**config.mk**
```make
export PLATFORM = sky130hd
export DESIGN_NAME = buzzer_tone_gen
export DESIGN_NICKNAME = d
export VERILOG_FILES = /design/src/rtl/buzzer_tone_gen.sv
export SDC_FILE = /design/constraint.sdc
export NUM_CORES = 1
export LEC_CHECK = 0
export ABC_AREA = 0
export CAP_MARGIN = 25
export CORE_AREA = 10 10 102 104
export CTS_BUF_LIST = sky130_fd_sc_hd__clkbuf_8
export DETAILED_ROUTE_END_ITERATION = 12
export DIE_AREA = 0 0 112 114
export PLACE_DENSITY_LB_ADDON = 0.05
export SLEW_MARGIN = 20
export SYNTH_ARGS = -nofsm -noshare
export SYNTH_HDL_FRONTEND = slang
export SYNTH_SLANG_ARGS = --single-unit
```
**constraint.sdc**
```tcl
create_clock -name clk -period 4.3 [get_ports clk]
set_input_delay 0.43 -clock clk [delete_from_list [all_inputs] [get_ports clk]]
set_output_delay 0.43 -clock clk [all_outputs]
set_load 0.02 [all_outputs]
```
**src/rtl/buzzer_tone_gen.sv**
```systemverilog
// -----------------------------------------------------------------------------
// buzzer_tone_gen
//
// Purpose:
//   Last stage of the melody sequencer. Takes one note per valid/ready
//   handshake (3-bit note code plus a duration in clock cycles). It drives a
//   50%-duty square wave at that note's pitch onto the passive buzzer pin for
//   exactly the requested number of cycles. When a note ends normally, it
//   emits a single-cycle done pulse so the sequencer can issue the next note.
//
// Parameters:
//   CLK_HZ  input clock frequency in Hz; pitch half-periods are derived from it
//   DUR_W   width of note_dur and of the duration counter
//   HP_W    width of the half-period counter
//
// Ports:
//   clk         in   1      system clock (only clock)
//   rst_n       in   1      asynchronous active-low reset
//   note_valid  in   1      note_code / note_dur are valid
//   note_ready  out  1      a note can be accepted (IDLE and no stop)
//   note_code   in   3      0=C 1=D 2=E 3=F 4=G 5=A 6=B 7=rest
//   note_dur    in   DUR_W  note length in clock cycles
//   stop        in   1      synchronous abort of the current note
//   buzzer      out  1      registered square-wave drive
//   busy        out  1      registered, high while playing
//   done        out  1      registered, one-cycle pulse on normal completion
// -----------------------------------------------------------------------------
module buzzer_tone_gen #(
  parameter int unsigned CLK_HZ = 100_000_000,
  parameter int unsigned DUR_W  = 24,
  parameter int unsigned HP_W   = 24
) (
  input  logic             clk,
  input  logic             rst_n,
  input  logic             note_valid,
  output logic             note_ready,
  input  logic [2:0]       note_code,
  input  logic [DUR_W-1:0] note_dur,
  input  logic             stop,
  output logic             buzzer,
  output logic             busy,
  output logic             done
);

  localparam logic [2:0]       REST_CODE = 3'd7;
  localparam logic [HP_W-1:0]  HP_ONE    = HP_W'(1);
  localparam logic [DUR_W-1:0] DUR_ONE   = DUR_W'(1);

  // Nominal pitch of each note code, in Hz.
  function automatic int unsigned note_freq(input int unsigned k);
    case (k)
      0:       note_freq = 261;
      1:       note_freq = 294;
      2:       note_freq = 329;
      3:       note_freq = 349;
      4:       note_freq = 392;
      5:       note_freq = 440;
      6:       note_freq = 493;
      default: note_freq = 1;
    endcase
  endfunction

  // Half-period in clocks: floor(CLK_HZ / (2*f)), never below one cycle so
  // the toggle logic always has a reachable terminal count.
  function automatic logic [HP_W-1:0] half_of(input int unsigned f);
    logic [63:0] h;
    h = 64'(CLK_HZ) / (64'(f) * 64'd2);
    if (h == 64'd0) begin
      h = 64'd1;
    end
    half_of = h[HP_W-1:0];
  endfunction

  // The lowest pitch (C) has the longest half-period; it must fit HP_W.
  generate
    if ((64'(CLK_HZ) / 64'd522) >= (64'd1 << HP_W)) begin : g_hp_w_too_small
      $error("buzzer_tone_gen: HP_W too narrow for the C half-period at this CLK_HZ");
    end
  endgenerate

  // Constant half-period table, fixed at elaboration. The rest slot never
  // toggles, so its entry only needs to be a harmless non-zero value.
  logic [HP_W-1:0] half_tbl [8];

  genvar gi;
  generate
    for (gi = 0; gi < 7; gi++) begin : g_half_tbl
      localparam logic [HP_W-1:0] HALF = half_of(note_freq(gi));
      assign half_tbl[gi] = HALF;
    end
  endgenerate
  assign half_tbl[7] = HP_ONE;

  typedef enum logic [0:0] {
    ST_IDLE = 1'b0,
    ST_PLAY = 1'b1
  } state_t;

  state_t           state_q;
  logic [DUR_W-1:0] dur_cnt_q;
  logic [HP_W-1:0]  hp_cnt_q;
  logic [HP_W-1:0]  half_q;
  logic             rest_q;
  logic             buzzer_q;
  logic             busy_q;
  logic             done_q;

  logic             accept_d;
  logic             hp_wrap_d;
  logic             last_cycle_d;

  // stop masks readiness, which gives stop priority over note_valid in IDLE.
  assign note_ready   = (state_q == ST_IDLE) && !stop;
  assign accept_d     = note_valid && note_ready;
  assign hp_wrap_d    = (hp_cnt_q == (half_q - HP_ONE));
  assign last_cycle_d = (dur_cnt_q == DUR_ONE);

  always_ff @(posedge clk or negedge rst_n) begin
    if (!rst_n) begin
      state_q   <= ST_IDLE;
      dur_cnt_q <= '0;
      hp_cnt_q  <= '0;
      half_q    <= HP_ONE;
      rest_q    <= 1'b0;
      buzzer_q  <= 1'b0;
      busy_q    <= 1'b0;
      done_q    <= 1'b0;
    end else begin
      // done is a pulse: it is only raised for the single edge that ends a note.
      done_q <= 1'b0;

      case (state_q)
        ST_IDLE: begin
          if (accept_d) begin
            dur_cnt_q <= note_dur;
            hp_cnt_q  <= '0;
            half_q    <= half_tbl[note_code];
            rest_q    <= (note_code == REST_CODE);
            if (note_dur == '0) begin
              // Zero-length note: nothing to play, just acknowledge it.
              done_q <= 1'b1;
            end else begin
              state_q  <= ST_PLAY;
              busy_q   <= 1'b1;
              buzzer_q <= (note_code != REST_CODE);
            end
          end
        end

        ST_PLAY: begin
          if (stop) begin
            // Abort: silent return to IDLE with no completion pulse.
            state_q   <= ST_IDLE;
            busy_q    <= 1'b0;
            buzzer_q  <= 1'b0;
            dur_cnt_q <= '0;
            hp_cnt_q  <= '0;
          end else if (last_cycle_d) begin
            // Final PLAY cycle; any unfinished half-period is simply cut off.
            state_q   <= ST_IDLE;
            busy_q    <= 1'b0;
            buzzer_q  <= 1'b0;
            done_q    <= 1'b1;
            dur_cnt_q <= '0;
            hp_cnt_q  <= '0;
          end else begin
            dur_cnt_q <= dur_cnt_q - DUR_ONE;
            if (hp_wrap_d) begin
              // Counter spans 0..HALF-1, so each level lasts exactly HALF cycles.
              hp_cnt_q <= '0;
              if (!rest_q) begin
                buzzer_q <= ~buzzer_q;
              end
            end else begin
              hp_cnt_q <= hp_cnt_q + HP_ONE;
            end
          end
        end

        default: begin
          state_q <= ST_IDLE;
        end
      endcase
    end
  end

  assign buzzer = buzzer_q;
  assign busy   = busy_q;
  assign done   = done_q;

endmodule

```
# Yosys cells after proc, flatten, opt, wreduce, memory -nomap -nowiden
# Memory sizes are Yosys's and may differ from the RTL's. A register that Yosys moved wholly into a read port is not among the register bits.
# Index checks and enable logic that the tools add are counted.
# totals
register_bits	53
n_memories	1
word_cells	62
romBits	192
output_inout_bits	4
# classes
bitwise	3
reduce_logical	8
addsub	3
eq_ne	9
mux	31
# mem_list
memory	words	width	rd	rd_ports_with_merged_regs	wr	line	text
(no name shown)	8	24	1	1	0	137	half_q <= half_tbl[note_code];
# op_table
op	n
$mux W24	7
$pmux W24 S2	2
$sub A24 B1 Y24 const B	2
$add A24 B1 Y24 const B	1
$eq A24 B1 Y1 const B	1
$eq A24 B24 Y1	1
$logic_not A24 Y1	1
$mux W1	18
$pmux W1 S2	4
$ne A2 B2 Y1 const B	2
$ne A4 B2 Y1 const B	1
$ne A4 B3 Y1 const B	1
$not A3 Y4	1
$reduce_and A4 Y1	1
$eq A3 B3 Y1 const B	1
$ne A3 B2 Y1 const B	1
$ne A3 B3 Y1 const B	1
$reduce_and A3 Y1	1
$logic_and A1 B1 Y1	2
$logic_not A1 Y1	2
$not A1 Y1	2
$reduce_and A2 Y1	1

# Longest topological paths before layout
# Gate-level depths: netlist of run 1.
# depth
ltp_word	6
mapped_depth	10

# Worst setup path after synthesis of run 1
# No wires, ideal clock.
# synth_path
path_kind	register to register
from	reg half_q[9]
to	reg hp_cnt_q[11]
setup_ns	0.138
path_stages_with_launch	11
setup_slack_ns	1.240
t_required_ns	4.162
arrival_ns	2.922
synth_period_minus_slack_ns	3.060
path_buffers	3
path_cell_list	dfrtp_1 -> buf_6 -> or4_4 -> buf_6 -> or4_4 -> mux2i_1 -> o22ai_1 -> or4_4 -> o21ai_4 -> buf_6 -> a21oi_1
# synth_between
elab_chain_cells	6
# synth_rtl
item	line	text
start, declared	102	logic [HP_W-1:0] half_q;
$sub A24 B1 Y24	115	assign hp_wrap_d = (hp_cnt_q == (half_q - HP_ONE));
$eq A24 B24 Y1	115	
$mux W24	168	if (hp_wrap_d) begin
$mux W24	158	end else if (last_cycle_d) begin
$mux W24	151	if (stop) begin
$pmux W24 S2	132	case (state_q)
end signal, assigned	175	hp_cnt_q <= hp_cnt_q + HP_ONE;
end, declared	101	logic [HP_W-1:0] hp_cnt_q;
# No other way between the ends.
# A chain may end at the register's enable or synchronous reset.

# Final worst setup path of run 1
# layout_path
from	reg half_q[12]
to	reg hp_cnt_q[3]
# The elaborated chain is that of the path after synthesis.

==> results by group, run 1 <==
Power and ir drop
  • Comb pwr share: 28.1%
  • Reg power frac: 46.1%
  • IR drop worst, VDD: roughly 0.18 mV
  • Sw Share: 36.3%
  • PwrDens: 364 nW/µm²
  • Clock power share: 25.9%
  • P_int: 0.00120 W
  • NetSw: 0.000683 W
  • Pwr Total: 0.00188 W
  • Leakage power: 2.04 nW

Setup path
  • CP required: 4.50 ns
  • Crit. End Element: flop
  • Register-to-Register Path Depth: 7
  • Cell Chain, Critical Path: or4_1 -> or4_4 -> mux2i_1 -> o22ai_1 -> or4_4 -> o21ai_4 -> o211ai_1
  • CP startpoint: half_q[12]
  • R2r endpoint: hp_cnt_q[3]
  • R2r startpoint: half_q[12]
  • Slowest cell delay on critical path: 0.74 ns
  • Worst Path Max Fanout: 19
  • Most frequent CP cell: or4_4
  • Slowest CP cell: or4_1
  • R2R Setup Slk: approximately 0.74 ns
  • Critical Path Start Type: flop
  • Crit Path Category: reg2reg
  • Arr. time, crit path: 3.76 ns

Clocking
  • Cts repair resizes: 0
  • CTS Hold Bufs: 0
  • Clk buf depth: 2
  • Setup Buffers After CTS: 0
  • H-tree Lvls: 3
  • TritonCTS Sinks: between 60 and 70
  • Skew-Pair Late Insertion Delay: roughly 0.34 ns
  • Root buffer selected by CTS: clkbuf_8
  • Clock transition at path regs: ~0.08 ns
  • Total CTS buffers: 9
  • CTS tree: done

Die
  • Die width: ~110 µm
  • Die ar.: roughly 13,000 µm²
  • Core ar.: 8470 µm²
  • Die Y: 114 µm
  • I/O Pins: 35
  • Cell Rows: 34
  • Starting Density: 54.7%

Logic synthesis
  • Sequential share of the synthesized area: ~37%
  • Unique masters post-synth: 57
  • Yosys warnings: 0
  • Compound-gate portion of the synthesized area: between 20% and 30%
  • Avg Synthesized Cell Area: 8.38 µm²
  • Mux share of post-synthesis cell area: 1.30%
  • Xor/xnor cell area share of the yosys netlist: about 6%
  • EDFF count, synth: 0
  • Largest family of logic cells by synthesized area: simple AND/OR/NAND/NOR gates
  • Yosys reg bits: a little under 70
  • Adder-cell share of the synthesized area: 2.97%
  • Top FF cell, synth: dfrtp_1
  • FFs w/ async S/R, synth: 100%
  • Simple logic cell fraction of the synthesized area: 24.5%
  • Mapped Cells: about 550
  • Syn nets: slightly below 600
  • Synth Cell Area: 4630 µm²

Timing
  • Setup_tns: 0 ns
  • Final Max Slew Viols: 0
  • Setup-failing EPs final: 0
  • Least-Margin Pin Slew: 0.886 ns
  • Final Critical Period: 3.56 ns
  • Worst slew margin: 40.9%
  • Post-route clock period utilization: slightly above 80%
  • RSZ-0062 raised after global routing: no
  • Final Skew: 0.0116 ns
  • Final Hold Vio Count: 0
  • Worst hold margin: 0.284 ns
  • F_max: 281 MHz

Global routing
  • Global-route wire length before repair: roughly 21,000 µm
  • Largest net degree at the start of global routing: 70
  • Gr ovfl total: 0
  • Vias in the first global route: about 4,200
  • Total GRT Usage: 19.4%
  • Initial antenna violation count: 0

Layout
  • Layout Nets: between 600 and 700
  • Filler Cells Inserted: 761
  • # diodes: 0
  • Final core utilization: 61.1%
  • Area Growth Syn to Fin: 11.8%
  • Layout cells sized above 1: 6.47%
  • Post-layout instance area: 5170 µm²

Place
  • IO Port Bufs: 34
  • Area after DPL: 5000 µm²
  • Gp weighted congestion: 0.843
  • HPWL Detailed: 9030 µm

Routing
  • Post-route ant nets: 0
  • Vias/cell: approximately 6.3
  • DRC: 0
  • Final Routed Wirelength: 12,500 µm
  • DRT iter0 DRCs: 328
  • Via count: 4,301
  • TritonRoute pass-1 iters: 5
  • WL/cell: between 15 and 20 µm

Hold path
  • Hold Path Class: in2async

Status
  • Status: complete, no violations

Flow run
  • Max Cap Viol: 0
[how the worst max path moves through the flow]
stage / end / slack, ns / cells past startpoint
2_1_floorplan: hp_cnt_q[11] / 1.24 / 10
3_3_place_gp: hp_cnt_q[2] / 0.85 / 7
3_5_place_dp: hp_cnt_q[2] / 0.78 / 7
4_1_cts: hp_cnt_q[3] / 0.77 / 7
5_1_grt: hp_cnt_q[2] / 0.51 / 7
6_report: hp_cnt_q[3] / 0.74 / 7
[power groups by stage]
stage	registers [W]	logic, W	clock network [W]
2_1_floorplan	0.000822	0.000402	0
3_3_place_gp	0.000873	0.000513	0
3_5_place_dp	0.000875	0.000525	0
4_1_cts	0.000864	0.000528	0.000496
5_1_grt	0.000887	0.000593	0.000523
6_report	0.000867	0.000529	0.000487
[metrics by stage]
stage	std cells	worst slack (ns)
final	680	0.738
after global routing	680	0.514
after CTS	680	0.768
after detailed placement	667	0.785
after global placement	667	0.848
after floorplan	552	1.24
[cells in the mapped netlist (4+ instances only)]
cell type	count	area, µm²
nor3_1	20	100
o311ai_0	5	43.8
or3_1	9	56.3
a22oi_1	10	75.1
o31ai_1	4	30.0
nand3_1	17	85.1
inv_1	20	75.1
dfrtp_1	68	1700
and2_1	4	25.0
a32oi_1	4	35.0
nand4_1	7	43.8
nor4_1	15	93.8
nand2_1	52	195
nor2_1	36	135
o21ai_0	62	310
a211oi_1	4	30.0
a21o_1	8	60.1
or4_1	13	97.6
o211ai_1	6	45.0
ha_1	11	138
a31oi_1	4	25.0
xnor2_1	18	158
and3_1	8	50.1
a221o_1	4	40.0
nor2b_1	7	43.8
a21oi_1	37	185
xor2_1	14	123
mux2i_1	6	60.1
clkbuf_1	28	105
or2_2	5	31.3
[logic make-up after synthesis]
kind of cell / Yosys count
AO/OA/AOI/OAI: 169
XOR/XNOR: 32
adder cells (fa/ha/maj): 11
buffers and inverters: 52
flip-flops: 69
multiplexers: 6
AND/OR/NAND/NOR: 213
[layout by cell type, fill, tap and decap left out, types with 4 or more instances in the layout]
master	n
xnor2_1	18
nand4_1	7
or4_1	13
o311ai_0	5
a32oi_1	4
a211oi_1	4
or3_1	9
ha_1	11
nand2_1	52
a21oi_1	37
o31ai_1	4
a22oi_1	10
and3_1	8
mux2i_1	6
nor4_1	15
nor3_1	20
clkdlybuf4s50_1	33
o21ai_0	62
xor2_1	14
and2_1	4
a221o_1	4
nand3_1	17
nor2b_1	7
dfrtp_1	68
or2_2	5
clkbuf_8	12
buf_4	5
nor2_1	35
a21o_1	8
o211ai_1	6
a31oi_1	4
inv_1	20
[layer usage]
metal	GRT usage, %	vias up	routed length, µm
li1	-	2081	-
met1	23.3	2074	5530
met2	34.8	130	6250
met3	3.15	16	590
met4	5.92	0	169
met5	0	-	0
[state kept, by name (all words and copies together), names as in the netlist]
register	cells
state_q	1
buzzer	1
done	1
dur_cnt_q	24
hp_cnt_q	24
half_q	16
rest_q	1
busy	1
[critical path, delay by kind of cell (launching register included)]
kind	cells	cell delay, ns
muxes	1	0.23
AOI/OAI and AO/OA	3	0.74
DFF	1	0.54
and+or+nand+nor	3	1.90
[area by class of cell]
| cell class | instances | area (µm²) | share of cell area, % |
|---|---|---|---|
| multi-input cells | 431 | 2690 | 52.0 |
| flip-flops and latches | 69 | 1730 | 33.4 |
| repair buffers | 39 | 373 | 7.21 |
| clock buffers | 12 | 165 | 3.19 |
| well taps | 108 | 135 | 2.61 |
| inverters | 20 | 75.1 | 1.45 |
| clock inverters | 1 | 7.51 | 0.145 |
No activity file was read; power rests on OpenSTA's default activity.
==> run 2: changes to the inputs <==
==> constraint.sdc (replaced) <==
create_clock -name clk -period 3.66 [get_ports clk]
set_input_delay 0.366 -clock clk [delete_from_list [all_inputs] [get_ports clk]]
set_output_delay 0.366 -clock clk [all_outputs]
set_load 0.02 [all_outputs]
==> run 2 against run 1 <==
  * Total power rose by 16%
  * Clock power rose by 10%
  * Worst hold slack improved by 0.21 ns
  * Routed wire length rose by 2.4%
  * Count of clock-buffer cells in the layout fell by 3
  * Register-to-register slack got worse by 0.34 ns
  * Cell area rose by 0.94%
  * Clock skew barely moved
  * Largest cell class unchanged
  * Highest routed layer unchanged
==> results by group, run 2 (synthesis gave the netlist of run 1 again) <==
Timing
  • Worst hold margin: 0.498 ns
  • Worst slew margin: 46.7%
  • Final Critical Period: ~3.3 ns
  • Post-route clock period utilization: 89.0%
  • Setup_tns: 0 ns
  • Final Hold Vio Count: 0
  • RSZ-0062 raised after global routing: no
  • F_max: 307 MHz
  • Setup-failing EPs final: 0
  • Least-Margin Pin Slew: 0.799 ns
  • Final Max Slew Viols: 0
  • Final Skew: 0.0115 ns

Power and ir drop
  • Leakage power: ~2.1 nW
  • Sw Share: 37.6%
  • NetSw: 0.000822 W
  • Clock power share: about a quarter
  • Reg power frac: 46.5%
  • Pwr Total: 0.00219 W
  • PwrDens: 419 nW/µm²
  • Comb pwr share: between 20% and 30%
  • P_int: 0.00136 W
  • IR drop worst, VDD: 0.275 mV

Routing
  • Final Routed Wirelength: ~13,000 µm
  • WL/cell: 18.6 µm
  • DRC: 0
  • DRT iter0 DRCs: 295
  • Post-route ant nets: 0
  • TritonRoute pass-1 iters: 5
  • Via count: between 4,000 and 5,000
  • Vias/cell: 6.34

Layout
  • Top flop regs: dur_cnt_q: 24 flops, hp_cnt_q: 24 flops, half_q: 16 flops
  • Most common cell after layout, fill and taps aside: dfrtp_1
  • Non-Filler Instances: 691
  • Layout Nets: 620
  • Area Growth Syn to Fin: 12.9%
  • Post-layout instance area: 5220 µm²
  • # diodes: 0
  • Layout cells sized above 1: 7.72%
  • Commonest cells after routing, fill and taps aside: 68 x dfrtp_1, 62 x o21ai_0, 52 x nand2_1

Die
  • Cell Rows: 34
  • Core ar.: about 8500 µm²
  • Die width: 112 µm
  • Die ar.: around 13,000 µm²
  • Die Y: 114 µm
  • I/O Pins: 35
  • Starting Density: 54.7%

Setup path
  • CP required: 3.87 ns
  • CP startpoint: half_q[8]
  • Buf+Inv Stages, Crit Path: 1
  • Crit Path Category: reg2reg
  • Cell Chain, Critical Path: or4_4 -> or4_4 -> mux2i_1 -> o22ai_1 -> or4_4 -> o21ai_4 -> buf_4 -> o311ai_0
  • Critical Path Start Type: flop
  • Slowest cell delay on critical path: 0.66 ns
  • R2r startpoint: half_q[8]
  • Delay-heaviest family, CP: simple AND/OR/NAND/NOR gates
  • Slowest CP cell: or4_4
  • Crit. End Element: flop
  • Arr. time, crit path: 3.47 ns
  • Worst Path Max Fanout: 19
  • Most frequent CP cell: or4_4

Clocking
  • H-tree Lvls: 3
  • Root buffer selected by CTS: clkbuf_8
  • Clock transition at path regs: around 0.080 ns
  • Setup Buffers After CTS: 0
  • Total CTS buffers: 9
  • Clk buf depth: 2
  • CTS tree: done
  • TritonCTS Sinks: a little under 70
  • Skew-Pair Late Insertion Delay: 0.35 ns

Place
  • Area after DPL: 5050 µm²
  • Gp weighted congestion: 0.952
  • Dpl cells: 674
  • HPWL Detailed: 9500 µm
  • IO Port Bufs: 34

Global routing
  • Global-route wire length before repair: 21,200 µm
  • Vias in the first global route: 4,273
  • Largest net degree at the start of global routing: 27
  • Total GRT Usage: 20.0%
  • Gr ovfl total: 0
  • Initial antenna violation count: 0

Hold path
  • Worst hold start: rest_q
  • Hold Path Class: reg2reg

Status
  • Status: complete, no violations

Flow run
  • Max Cap Viol: 0
## run 2: changes by cell type in the layout (fill, tap and decap cells not counted), sizes merged
cell         previous run  this run
clkbuf                 12         9
buf                     6        13
dlygate4sd3             0         1
inv                    20        22
clkinv                  0         4
## run 2: worst min-delay path, delay by kind of cell (launching register included)
family	cells	cell delay [ns]
compound gates	1	0.06
flops	1	0.35
simple gates	1	0.05
## run 2: stage by stage
stage	setup slack [ns]	utilization (%)
finish	0.403	61.7
global route	0.235	61.7
CTS	0.425	61.7
detailed placement	0.428	59.7
global placement	0.475	59.7
floorplan	0.600	-
## run 2: area by class of cell
type                            count  area (µm²)
Inverter                           20        75.1
Clock buffer                        9         124
Sequential cell                    69        1730
Tap cell                          108         135
Fill cell                         770        3240
Timing Repair Buffer               47         435
Clock inverter                      7        35.0
Multi-Input combinational cell    431        2690
## run 2: timing repair
| action | in CTS | in global routing |
|---|---|---|
| gates resized for setup | 0 | 0 |
| endpoints found under the hold margin | 1 | 0 |
| hold buffers | 1 | 0 |
## run 2: final timing paths
path,depth (start not counted),slack (ns),endpoint
setup / recovery,8,0.40,hp_cnt_q[2]
hold / removal,2,0.50,rest_q
setup reg to reg,8,0.40,hp_cnt_q[2]
hold reg to reg,2,0.50,rest_q
max in group asynchronous,3,2.31,half_q[0]
min in group asynchronous,2,0.53,half_q[6]
## run 2: metal layers
metal | GRT usage (%) | routed length, µm | vias to the layer above
li1 | - | - | 2099
met1 | 23.4 | 5580 | 2107
met2 | 35.4 | 6360 | 147
met3 | 3.99 | 615 | 25
met4 | 7.19 | 287 | 0
met5 | 0 | 0 | -
## run 2: power by group through the flow
stage	Sequential [W]	Combinational [W]	Clock [W]
after floorplan	0.000966	0.000473	0
after global placement	0.00102	0.000616	0
after detailed placement	0.00103	0.000629	0
after CTS	0.00101	0.000630	0.000549
after global routing	0.00104	0.000710	0.000583
final	0.00102	0.000634	0.000536
